`src/rtl/bch_hard_sched_if.sv`:
```
// Request, core and response bundle for bch_hard_sched; master = scheduler, slave = environment.
// rsp_timeout exists only when BCH_SCHED_TIMEOUT_EN is defined.
interface bch_hard_sched_if #(
  parameter int NREQ  = 4,
  parameter int N_MAX = 63,
  parameter int IDW   = $clog2(NREQ)
);
  logic [NREQ-1:0]       req;
  logic [NREQ*10-1:0]    req_n;
  logic [NREQ*4-1:0]     req_t;
  logic [NREQ*4-1:0]     req_m;
  logic [NREQ*N_MAX-1:0] req_bits;
  logic [NREQ-1:0]       gnt;

  logic                  core_start;
  logic [9:0]            core_n;
  logic [3:0]            core_t;
  logic [3:0]            core_m;
  logic [N_MAX-1:0]      core_bits;
  logic                  core_done;
  logic                  core_success;
  logic [N_MAX-1:0]      core_err_vec;

  logic                  rsp_valid;
  logic                  rsp_ready;
  logic [IDW-1:0]        rsp_id;
  logic                  rsp_success;
  logic [N_MAX-1:0]      rsp_err_vec;
  logic                  rsp_cfg_err;
`ifdef BCH_SCHED_TIMEOUT_EN
  logic                  rsp_timeout;
`endif
  logic                  busy;

  modport master (
    input  req, req_n, req_t, req_m, req_bits,
    output gnt,
    output core_start, core_n, core_t, core_m, core_bits,
    input  core_done, core_success, core_err_vec,
    output rsp_valid, rsp_id, rsp_success, rsp_err_vec, rsp_cfg_err,
    input  rsp_ready,
`ifdef BCH_SCHED_TIMEOUT_EN
    output rsp_timeout,
`endif
    output busy
  );

  modport slave (
    output req, req_n, req_t, req_m, req_bits,
    input  gnt,
    input  core_start, core_n, core_t, core_m, core_bits,
    output core_done, core_success, core_err_vec,
    input  rsp_valid, rsp_id, rsp_success, rsp_err_vec, rsp_cfg_err,
    output rsp_ready,
`ifdef BCH_SCHED_TIMEOUT_EN
    input  rsp_timeout,
`endif
    input  busy
  );
endinterface

```
`src/rtl/bch_hard_sched.sv`:
```
// Round-robin scheduler sharing one bch_hard_core among NREQ requesters, result returned on valid/ready.
// Optional WAIT watchdog enabled by defining BCH_SCHED_TIMEOUT_EN.
module bch_hard_sched #(
  parameter int NREQ    = 4,
  parameter int N_MAX   = 63,
  parameter int T_MAX   = 4,
  parameter int M_MAX   = 10,
  parameter int TIMEOUT = 1023
) (
  input  logic              clk,
  input  logic              rst,
  bch_hard_sched_if.master  bus
);
  localparam int IDW = $clog2(NREQ);

  typedef enum logic [1:0] {IDLE, LAUNCH, WAIT, RESP} state_t;

  state_t           state_q, state_d;
  logic [IDW-1:0]   ptr_q, ptr_d;
  logic [IDW-1:0]   id_q, id_d;
  logic [9:0]       n_q, n_d;
  logic [3:0]       t_q, t_d;
  logic [3:0]       m_q, m_d;
  logic [N_MAX-1:0] bits_q, bits_d;
  logic             start_q, start_d;
  logic             rsp_valid_q, rsp_valid_d;
  logic             success_q, success_d;
  logic [N_MAX-1:0] err_q, err_d;
  logic             cfg_err_q, cfg_err_d;
  logic             busy_q, busy_d;

`ifdef BCH_SCHED_TIMEOUT_EN
  localparam int CW = $clog2(TIMEOUT + 1);
  logic [CW-1:0]    cnt_q, cnt_d;
  logic             timeout_q, timeout_d;
`else
  logic             unused_timeout;
  assign unused_timeout = ^TIMEOUT;
`endif

  logic             any_req;
  logic [IDW-1:0]   win;
  logic             found;
  logic [IDW:0]     idx;
  logic [NREQ-1:0]  gnt_vec;
  logic [9:0]       sel_n;
  logic [3:0]       sel_t;
  logic [3:0]       sel_m;
  logic [N_MAX-1:0] sel_bits;
  logic             cfg_bad;

  assign any_req = |bus.req;

  // First set request at or above the pointer, wrapping modulo NREQ.
  always_comb begin
    win   = '0;
    found = 1'b0;
    idx   = '0;
    for (int k = 0; k < NREQ; k++) begin
      idx = {1'b0, ptr_q} + (IDW+1)'(k);
      if (idx >= (IDW+1)'(NREQ)) begin
        idx = idx - (IDW+1)'(NREQ);
      end
      if (!found && bus.req[idx[IDW-1:0]]) begin
        found = 1'b1;
        win   = idx[IDW-1:0];
      end
    end
  end

  assign sel_n    = bus.req_n[10*win +: 10];
  assign sel_t    = bus.req_t[4*win +: 4];
  assign sel_m    = bus.req_m[4*win +: 4];
  assign sel_bits = bus.req_bits[N_MAX*win +: N_MAX];

  assign cfg_bad = (sel_t == 4'd0) || (sel_t > 4'(T_MAX)) || (sel_m > 4'(M_MAX)) ||
                   (sel_n > 10'(N_MAX)) || (sel_n == 10'd0);

  // The grant is the capture strobe, so it must appear in the capturing IDLE cycle.
  assign gnt_vec = (state_q == IDLE && any_req && !rst) ?
                   ({{(NREQ-1){1'b0}}, 1'b1} << win) : '0;

  always_comb begin
    state_d     = state_q;
    ptr_d       = ptr_q;
    id_d        = id_q;
    n_d         = n_q;
    t_d         = t_q;
    m_d         = m_q;
    bits_d      = bits_q;
    start_d     = 1'b0;
    rsp_valid_d = rsp_valid_q;
    success_d   = success_q;
    err_d       = err_q;
    cfg_err_d   = cfg_err_q;
`ifdef BCH_SCHED_TIMEOUT_EN
    cnt_d       = cnt_q;
    timeout_d   = timeout_q;
`endif
    case (state_q)
      IDLE: begin
        if (any_req) begin
          id_d   = win;
          n_d    = sel_n;
          t_d    = sel_t;
          m_d    = sel_m;
          bits_d = sel_bits;
          if (cfg_bad) begin
            state_d     = RESP;
            rsp_valid_d = 1'b1;
            success_d   = 1'b0;
            err_d       = '0;
            cfg_err_d   = 1'b1;
`ifdef BCH_SCHED_TIMEOUT_EN
            timeout_d   = 1'b0;
`endif
          end else begin
            state_d = LAUNCH;
            start_d = 1'b1;
          end
        end
      end
      LAUNCH: begin
        state_d = WAIT;
`ifdef BCH_SCHED_TIMEOUT_EN
        cnt_d   = '0;
`endif
      end
      WAIT: begin
        if (bus.core_done) begin
          state_d     = RESP;
          rsp_valid_d = 1'b1;
          success_d   = bus.core_success;
          err_d       = bus.core_success ? bus.core_err_vec : '0;
          cfg_err_d   = 1'b0;
`ifdef BCH_SCHED_TIMEOUT_EN
          timeout_d   = 1'b0;
`endif
        end
`ifdef BCH_SCHED_TIMEOUT_EN
        else if (cnt_q == CW'(TIMEOUT - 1)) begin
          state_d     = RESP;
          rsp_valid_d = 1'b1;
          success_d   = 1'b0;
          err_d       = '0;
          cfg_err_d   = 1'b0;
          timeout_d   = 1'b1;
        end else begin
          cnt_d = cnt_q + 1'b1;
        end
`endif
      end
      RESP: begin
        if (bus.rsp_ready) begin
          state_d     = IDLE;
          rsp_valid_d = 1'b0;
          ptr_d       = (id_q == IDW'(NREQ - 1)) ? '0 : id_q + 1'b1;
        end
      end
      default: state_d = IDLE;
    endcase
    busy_d = (state_d != IDLE);
  end

  always_ff @(posedge clk or posedge rst) begin
    if (rst) begin
      state_q     <= IDLE;
      ptr_q       <= '0;
      id_q        <= '0;
      n_q         <= '0;
      t_q         <= '0;
      m_q         <= '0;
      bits_q      <= '0;
      start_q     <= 1'b0;
      rsp_valid_q <= 1'b0;
      success_q   <= 1'b0;
      err_q       <= '0;
      cfg_err_q   <= 1'b0;
      busy_q      <= 1'b0;
`ifdef BCH_SCHED_TIMEOUT_EN
      cnt_q       <= '0;
      timeout_q   <= 1'b0;
`endif
    end else begin
      state_q     <= state_d;
      ptr_q       <= ptr_d;
      id_q        <= id_d;
      n_q         <= n_d;
      t_q         <= t_d;
      m_q         <= m_d;
      bits_q      <= bits_d;
      start_q     <= start_d;
      rsp_valid_q <= rsp_valid_d;
      success_q   <= success_d;
      err_q       <= err_d;
      cfg_err_q   <= cfg_err_d;
      busy_q      <= busy_d;
`ifdef BCH_SCHED_TIMEOUT_EN
      cnt_q       <= cnt_d;
      timeout_q   <= timeout_d;
`endif
    end
  end

  assign bus.gnt         = gnt_vec;
  assign bus.core_start  = start_q;
  assign bus.core_n      = n_q;
  assign bus.core_t      = t_q;
  assign bus.core_m      = m_q;
  assign bus.core_bits   = bits_q;
  assign bus.rsp_valid   = rsp_valid_q;
  assign bus.rsp_id      = id_q;
  assign bus.rsp_success = success_q;
  assign bus.rsp_err_vec = err_q;
  assign bus.rsp_cfg_err = cfg_err_q;
  assign bus.busy        = busy_q;
`ifdef BCH_SCHED_TIMEOUT_EN
  assign bus.rsp_timeout = timeout_q;
`endif

endmodule

```
`src/flat_wrapper.sv`:
```
// flat-port wrapper written by rule: the top's interface ports become plain ports
module bch_hard_sched_flat 
#(
  parameter int NREQ    = 4,
  parameter int N_MAX   = 63,
  parameter int T_MAX   = 4,
  parameter int M_MAX   = 10,
  parameter int TIMEOUT = 1023
)
  (clk, rst, bus_req, bus_req_n, bus_req_t, bus_req_m, bus_req_bits, bus_gnt, bus_core_start, bus_core_n, bus_core_t, bus_core_m, bus_core_bits, bus_core_done, bus_core_success, bus_core_err_vec, bus_rsp_valid, bus_rsp_id, bus_rsp_success, bus_rsp_err_vec, bus_rsp_cfg_err, bus_rsp_ready, bus_busy);
  bch_hard_sched_if #(.NREQ(NREQ), .N_MAX(N_MAX)) bus_i ();
  input  logic clk;
  input  logic rst;
  input wire logic [$bits(bus_i.req)-1:0] bus_req;
  input wire logic [$bits(bus_i.req_n)-1:0] bus_req_n;
  input wire logic [$bits(bus_i.req_t)-1:0] bus_req_t;
  input wire logic [$bits(bus_i.req_m)-1:0] bus_req_m;
  input wire logic [$bits(bus_i.req_bits)-1:0] bus_req_bits;
  output wire logic [$bits(bus_i.gnt)-1:0] bus_gnt;
  output wire logic [$bits(bus_i.core_start)-1:0] bus_core_start;
  output wire logic [$bits(bus_i.core_n)-1:0] bus_core_n;
  output wire logic [$bits(bus_i.core_t)-1:0] bus_core_t;
  output wire logic [$bits(bus_i.core_m)-1:0] bus_core_m;
  output wire logic [$bits(bus_i.core_bits)-1:0] bus_core_bits;
  input wire logic [$bits(bus_i.core_done)-1:0] bus_core_done;
  input wire logic [$bits(bus_i.core_success)-1:0] bus_core_success;
  input wire logic [$bits(bus_i.core_err_vec)-1:0] bus_core_err_vec;
  output wire logic [$bits(bus_i.rsp_valid)-1:0] bus_rsp_valid;
  output wire logic [$bits(bus_i.rsp_id)-1:0] bus_rsp_id;
  output wire logic [$bits(bus_i.rsp_success)-1:0] bus_rsp_success;
  output wire logic [$bits(bus_i.rsp_err_vec)-1:0] bus_rsp_err_vec;
  output wire logic [$bits(bus_i.rsp_cfg_err)-1:0] bus_rsp_cfg_err;
  input wire logic [$bits(bus_i.rsp_ready)-1:0] bus_rsp_ready;
  output wire logic [$bits(bus_i.busy)-1:0] bus_busy;
  assign bus_i.req = bus_req;
  assign bus_i.req_n = bus_req_n;
  assign bus_i.req_t = bus_req_t;
  assign bus_i.req_m = bus_req_m;
  assign bus_i.req_bits = bus_req_bits;
  assign bus_gnt = bus_i.gnt;
  assign bus_core_start = bus_i.core_start;
  assign bus_core_n = bus_i.core_n;
  assign bus_core_t = bus_i.core_t;
  assign bus_core_m = bus_i.core_m;
  assign bus_core_bits = bus_i.core_bits;
  assign bus_i.core_done = bus_core_done;
  assign bus_i.core_success = bus_core_success;
  assign bus_i.core_err_vec = bus_core_err_vec;
  assign bus_rsp_valid = bus_i.rsp_valid;
  assign bus_rsp_id = bus_i.rsp_id;
  assign bus_rsp_success = bus_i.rsp_success;
  assign bus_rsp_err_vec = bus_i.rsp_err_vec;
  assign bus_rsp_cfg_err = bus_i.rsp_cfg_err;
  assign bus_i.rsp_ready = bus_rsp_ready;
  assign bus_busy = bus_i.busy;
  bch_hard_sched #(.NREQ(NREQ), .N_MAX(N_MAX), .T_MAX(T_MAX), .M_MAX(M_MAX), .TIMEOUT(TIMEOUT)) u_core (.clk(clk), .rst(rst), .bus(bus_i));
endmodule
```
`config.mk`:
```
export PLATFORM = sky130hd
export DESIGN_NAME = bch_hard_sched_flat
export DESIGN_NICKNAME = d
export VERILOG_FILES = /design/src/rtl/bch_hard_sched_if.sv /design/src/rtl/bch_hard_sched.sv /design/src/flat_wrapper.sv
export SDC_FILE = /design/constraint.sdc
export NUM_CORES = 1
export LEC_CHECK = 0
export ABC_CLOCK_PERIOD_IN_PS = 13400
export CORE_AREA = 2 2 211 213
export DETAILED_ROUTE_END_ITERATION = 6
export DIE_AREA = 0 0 213 215
export HOLD_SLACK_MARGIN = 0.02
export PLACE_DENSITY_LB_ADDON = 0.15
export SLEW_MARGIN = 20
export SYNTH_ARGS = -nofsm -noshare
export SYNTH_HDL_FRONTEND = slang
export SYNTH_SLANG_ARGS = --single-unit
```
`constraint.sdc`:
```
create_clock -name clk -period 13.4 [get_ports clk]
set_input_delay 3.35 -clock clk [delete_from_list [all_inputs] [get_ports clk]]
set_output_delay 3.35 -clock clk [all_outputs]
set_load 0.01 [all_outputs]
```
# Word-level counts from Yosys, hierarchy flattened
# Index checks and enable logic that the tools add are counted.
# classes
n_addsub,8
mul,2
order_cmp,11
n_eq_ne,8
shift,5
n_mux,45
reduce_logical,24
# op_table
op,count
63-bit 2-to-1 mux,4
252-bit by 9-bit indexed part select with 63-bit output,1
63-bit case mux with 2 select lines,1
40-bit by 7-bit indexed part select with 10-bit output,1
16-bit by 5-bit indexed part select with 4-bit output,2
2-bit 2-to-1 mux,13
1-bit 2-to-1 mux,18
"2-bit by 3-bit < comparator with 1-bit output, second input constant",4
"10-bit by 6-bit > comparator with 1-bit output, second input constant",1
10-bit zero test,1
"3-bit greater-or-equal comparator, second input constant",3
1-bit binary-select mux with 2-bit select,4
"6-bit by 2-bit multiplier with 8-bit output, first input constant",1
2-bit case mux with 4 select lines,1
"2-bit by 1-bit subtractor with 2-bit output, second input constant",4
"2-bit by 2-bit adder with 3-bit output, second input constant",2
"2-bit == test, second input constant",3
1-bit logical AND,5
"3-bit by 2-bit multiplier with 5-bit output, first input constant",1
5-bit AND reduction,1
"4-bit by 3-bit > comparator with 1-bit output, second input constant",1
"4-bit > comparator, second input constant",1
1-bit zero test,4
4-bit zero test,1
17 further kinds,25
# word_totals
regBits,155
inputBits,396

# Logic depth before layout (Yosys ltp)
# logic_depth
ltp_word,24
ltp_mapped,14
depth_no_buf,9

# Worst setup path before layout
# OpenSTA, ideal clock, no wires.
# synth_path
path_kind,in2out
from,in bus_req[0]
to,out bus_gnt[1]
arrival_ps,5072
required_ps,10050
slack_ps,4978
cell_stages,9
path_cell_list,inv_1 > o22ai_1 > a211o_1 > buf_4 > buf_6 > buf_4 > clkbuf_1 > buf_1 > nor4_1
# synth_via
elab_chain_len,14
# synth_lines
item,line,rtl
"start, declared",flat_wrapper.sv:14,input wire logic [$bits(bus_i.req)-1:0] bus_req;
1-bit binary-select mux with 2-bit select,bch_hard_sched.sv:64,if (!found && bus.req[idx[IDW-1:0]]) begin
1-bit 2-to-1 mux (implied by the code),bch_hard_sched.sv:64,
1-bit 2-to-1 mux,bch_hard_sched.sv:64,
1-bit zero test,bch_hard_sched.sv:64,
1-bit logical AND,bch_hard_sched.sv:64,
1-bit 2-to-1 mux,bch_hard_sched.sv:64,
1-bit zero test,bch_hard_sched.sv:64,
1-bit logical AND,bch_hard_sched.sv:64,
1-bit 2-to-1 mux,bch_hard_sched.sv:64,
1-bit zero test,bch_hard_sched.sv:64,
1-bit logical AND,bch_hard_sched.sv:64,
2-bit 2-to-1 mux,bch_hard_sched.sv:64,
1-bit by 2-bit left shift with 4-bit output,bch_hard_sched.sv:81,"({{(NREQ-1){1'b0}}, 1'b1} << win) : '0;"
4-bit 2-to-1 mux *,bch_hard_sched.sv:80,assign gnt_vec = (state_q == IDLE && any_req && !rst) ?
"end, declared",flat_wrapper.sv:19,output wire logic [$bits(bus_i.gnt)-1:0] bus_gnt;
# Mark *: on every way between the ends. The rest lies on a longest branch, timed or not. The select of a mux whose other input is x is not followed.

# Final worst setup path
# layout_path
from,in bus_req[1]
to,out bus_gnt[3]
# The elaborated chain is that of the path after synthesis.

==> results list <==
- Measured along the x axis, the die boundary spans ~210 um.
- The tightest min-delay check is of the register to register type.
- Outcome: completed
- TritonCTS built the clock tree.
* Fraction of layout instances using a drive strength above 1: 4.202%
- After synthesis the netlist holds a flip-flop and latch count of 155.
* Max-slew violation total from the final report: 0
* IO Port Bufs: 550
- Routability-driven placement finished with a final weighted congestion of between 0.8 and 0.9.
* Clk Latency, worst-skew pair: 0.44 ns
- Number of setup violations in the final report: 0
* Number of vias in the routed layout: about 9.5k
- Antenna violations before repair: 11
* Worst-path maximum fanout: 65
- Ordered list of cells on the worst path: clkdlybuf4s50_1 > nor2_1 > nand3_1 > nand2_4 > buf_4 > nor4_1 > clkdlybuf4s50_1
* Startpoint kind of the worst setup timing path: primary input
* Remaining antenna violation count: 0
- Number of global-route vias before repair: around 10k
* Cell type with the highest aggregate area in the netlist: sky130_fd_sc_hd__dfrtp_1
* Total global-route track usage: between 15 and 20%
* Most frequent cells in the layout: sky130_fd_sc_hd__clkdlybuf4s50_1 (550), sky130_fd_sc_hd__nand2_1 (544), sky130_fd_sc_hd__dfrtp_1 (155), sky130_fd_sc_hd__nand3_1 (136), sky130_fd_sc_hd__o21ai_0 (100)
- The first global-routing pass estimated just over 60000 um of wire.
* DRC viols: 0
* GRT overflow: 0
* RSZ-0062 raised after global routing: no
* Area delta synth->final: 77.79%
* Vias per std cell: 4.201
* Biggest cell delay along the critical path: 0.57 ns
- Detailed placement ended at an HPWL of roughly 32000 um.
- Period utilization: a little over two thirds
- Mean Syn Cell Area: ~7.3 sq um
* Post-cts repair resize count: 0
* CTS clock-pin slew for the worst setup and hold paths: about 0.060 ns
* Maximum root-to-sink buffer count: 2
- 551 I/O pins were placed.
* Kind of end point of the critical path: output pin
* Height of the die: ~220 um
- Aggregate routed wire length: about 42000 um
- Post-CTS Setup Repair Bufs: 0
* Most common cell type on the critical path: sky130_fd_sc_hd__clkdlybuf4s50_1
- Number of H-tree branching levels: 4
- Final worst path period need: around 9.4 ns
- After the first detailed-routing iteration, the DRC count stood at about 540.
- In this run the cell area of the synthesized design comes to about 0.0085 sq mm.
* Data required time of the critical path: between 10 and 15 ns
- Hold-fix buffers, CTS: 0
* Final total negative setup slack: 0 ns
* Net count after synthesis: around 1.6k
* Clk_skew: around 0.0080 ns
* Yosys warning total: 0
- Entering global routing, the biggest net connects around 110 pins.
* Relative slew margins: ~42%
* Routed length per placed instance: between 15 and 20 um
- In this run the standard cell core region covers 0.04364 sq mm.
- VDD IR max: between 70 and 80 uV
- The final hold violation count came to 0.
- Gate family responsible for the most delay along the worst path: buffers and inverters
- Area fraction of the dominant cell type after synthesis: between 40% and 50%
- Synthesis produced a netlist whose cell count is 1159.
- The floorplan step defined a die boundary enclosing about 0.046 sq mm.
- Critical Setup Path Class: primary input to output pin
- Starting density of the core: between 10% and 20%
- Data arrives at the worst endpoint at between 6 and 7 ns.
- Instance area after placement: 0.01451 sq mm
* Number of violations of the max-capacitance limit: 0
- The pre-antenna-repair detailed-routing pass consisted of 5 iterations.
- The floorplan has a little under 80 rows.
* Root cell of the clock tree: sky130_fd_sc_hd__clkbuf_16
- Sequential area share after synthesis: 45.68%
* Most frequent standard cell in the layout excluding fill and tap cells: sky130_fd_sc_hd__clkdlybuf4s50_1
* Max stage delay cell, worst path: sky130_fd_sc_hd__buf_4
- The number of different library cells used by synthesis comes to 36.
- The finished cells cover ~0.015 sq mm.
* Worst slew pin tran: between 0.8 and 0.9 ns
- Post-layout nets: roughly 2.1k
- Cell leakage power: 6.545 nW
- Maximum clock frequency: about 110 MHz
- Top post-synthesis cells by area: sky130_fd_sc_hd__dfrtp_1 (46%), sky130_fd_sc_hd__nand2_1 (24%), sky130_fd_sc_hd__nand3_1 (8.0%)
* Total CTS buffers: 17
* Buffers plus inverters on the worst setup path: 3
- Power spread over the standard cell area amounts to about 170 mW/mm^2.
- Number of clock sinks seen by CTS: 155
## stage by stage
step	util (%)	std cells	worst slack, ns	hold WS, ns	total power [mW]
after floorplan	-	1159	4.978	0.4854	1.384
after global placement	33.26	2227	3.992	0.4600	2.115
after detailed placement	33.26	2227	3.950	0.4691	2.120
after CTS	34.54	2258	3.953	0.4841	2.621
after global routing	34.58	2263	3.699	0.5033	2.783
final	34.59	2265	3.989	0.4751	2.568
## state kept, by name, indices dropped and copies added (netlist names)
name,flops
u_core.ptr_q,2
u_core.bus.rsp_valid,1
u_core.state_q,2
u_core.bus.rsp_success,1
u_core.bus.core_start,1
u_core.bus.core_bits,63
u_core.bus.rsp_cfg_err,1
u_core.bus.rsp_err_vec,63
u_core.bus.busy,1
u_core.bus.core_n,10
u_core.bus.rsp_id,2
u_core.bus.core_m,4
u_core.bus.core_t,4
## worst register-to-register path, stage by stage, from the launching register on
cell and delay (ns):
sky130_fd_sc_hd__dfrtp_1 0.49, sky130_fd_sc_hd__nand2_1 0.09, sky130_fd_sc_hd__a311oi_1 0.74, sky130_fd_sc_hd__or2_4 0.53
sky130_fd_sc_hd__buf_4 0.60, sky130_fd_sc_hd__buf_4 0.61, sky130_fd_sc_hd__mux2_2 0.43, sky130_fd_sc_hd__nand3_1 0.10
sky130_fd_sc_hd__a211oi_2 0.06, sky130_fd_sc_hd__a31oi_4 0.19, sky130_fd_sc_hd__buf_4 0.56, sky130_fd_sc_hd__o21ai_0 0.27
## path summary, 6_finish.rpt
check / endpoint / slack [ns] / startpoint / depth (start not counted)
hold reg to reg: u_core.bus.core_bits[27]$_DFFE_PP0P_ / 0.48 / u_core.bus.core_bits[27]$_DFFE_PP0P_ / 2
setup reg to reg: u_core.bus.rsp_err_vec[46]$_DFFE_PP0P_ / 8.58 / u_core.ptr_q[1]$_DFFE_PP0P_ / 11
min in group asynchronous: u_core.bus.core_bits[21]$_DFFE_PP0P_ / 3.69 / rst / 2
max in group asynchronous: u_core.bus.rsp_err_vec[60]$_DFFE_PP0P_ / 8.44 / rst / 3
hold / removal: u_core.bus.core_bits[27]$_DFFE_PP0P_ / 0.48 / u_core.bus.core_bits[27]$_DFFE_PP0P_ / 2
setup / recovery: bus_gnt[3] / 3.99 / bus_req[1] / 7
## routing by layer
metal	track usage (%)	wire, um	vias to the layer above
met5	0	64	-
met4	5.688	579	10
met3	7.044	4063	37
met2	30.46	20140	356
met1	21.23	16740	4320
li1	-	-	4792
## cell usage after synthesis
master / number
sky130_fd_sc_hd__buf_2: 1
sky130_fd_sc_hd__o22ai_1: 3
sky130_fd_sc_hd__nor2b_1: 2
sky130_fd_sc_hd__o211ai_1: 1
sky130_fd_sc_hd__dfrtp_1: 155
sky130_fd_sc_hd__nand4_1: 1
sky130_fd_sc_hd__nor4_1: 4
sky130_fd_sc_hd__nand3b_1: 2
sky130_fd_sc_hd__a211o_1: 1
sky130_fd_sc_hd__or3_1: 1
sky130_fd_sc_hd__or2_2: 1
sky130_fd_sc_hd__nor2_1: 3
sky130_fd_sc_hd__a21oi_1: 2
sky130_fd_sc_hd__a21o_1: 1
sky130_fd_sc_hd__nand2b_1: 2
sky130_fd_sc_hd__o21ai_1: 48
sky130_fd_sc_hd__ha_1: 1
sky130_fd_sc_hd__o21ai_0: 100
sky130_fd_sc_hd__a211oi_2: 1
sky130_fd_sc_hd__inv_1: 4
sky130_fd_sc_hd__a31oi_1: 1
sky130_fd_sc_hd__inv_2: 1
sky130_fd_sc_hd__a211oi_1: 1
sky130_fd_sc_hd__mux2i_1: 33
sky130_fd_sc_hd__buf_6: 6
sky130_fd_sc_hd__buf_4: 4
sky130_fd_sc_hd__nand3_1: 136
sky130_fd_sc_hd__buf_1: 10
sky130_fd_sc_hd__o31a_1: 1
sky130_fd_sc_hd__clkbuf_1: 67
sky130_fd_sc_hd__mux2_2: 16
sky130_fd_sc_hd__nand2_1: 545
sky130_fd_sc_hd__nor2_2: 1
sky130_fd_sc_hd__o31ai_1: 1
sky130_fd_sc_hd__and3_1: 1
sky130_fd_sc_hd__a311oi_1: 1
## power by group
part / total, mW / leakage, nW / internal (mW) / switching [mW]
Sequential: 0.758 / 1.98 / 0.652 / 0.106
Clock: 0.484 / 0.263 / 0.269 / 0.215
Combinational: 1.33 / 4.31 / 0.627 / 0.699
Total: 2.57 / 6.55 / 1.55 / 1.02
## final cells by class
| class | count | area [sq um] |
|---|---|---|
| clock buffer | 21 | 470.5 |
| antenna | 7 | 17.52 |
| multi-input combinational | 911 | 4260 |
| clock inverter | 10 | 91.34 |
| tap | 592 | 740.7 |
| inverter | 5 | 26.28 |
| sequential | 155 | 3879 |
| fill | 4637 | 28550 |
| timing repair buffer | 564 | 5610 |
## cell families after synthesis
| group | Yosys count | share of synthesized area, % |
|---|---|---|
| buf+inv | 93 | 4.833 |
| fa+ha+maj | 1 | 0.1473 |
| mux | 49 | 6.012 |
| compound gates | 162 | 9.947 |
| flops | 155 | 45.68 |
| simple gates | 699 | 33.38 |
Power figures use the tool's default switching activity.
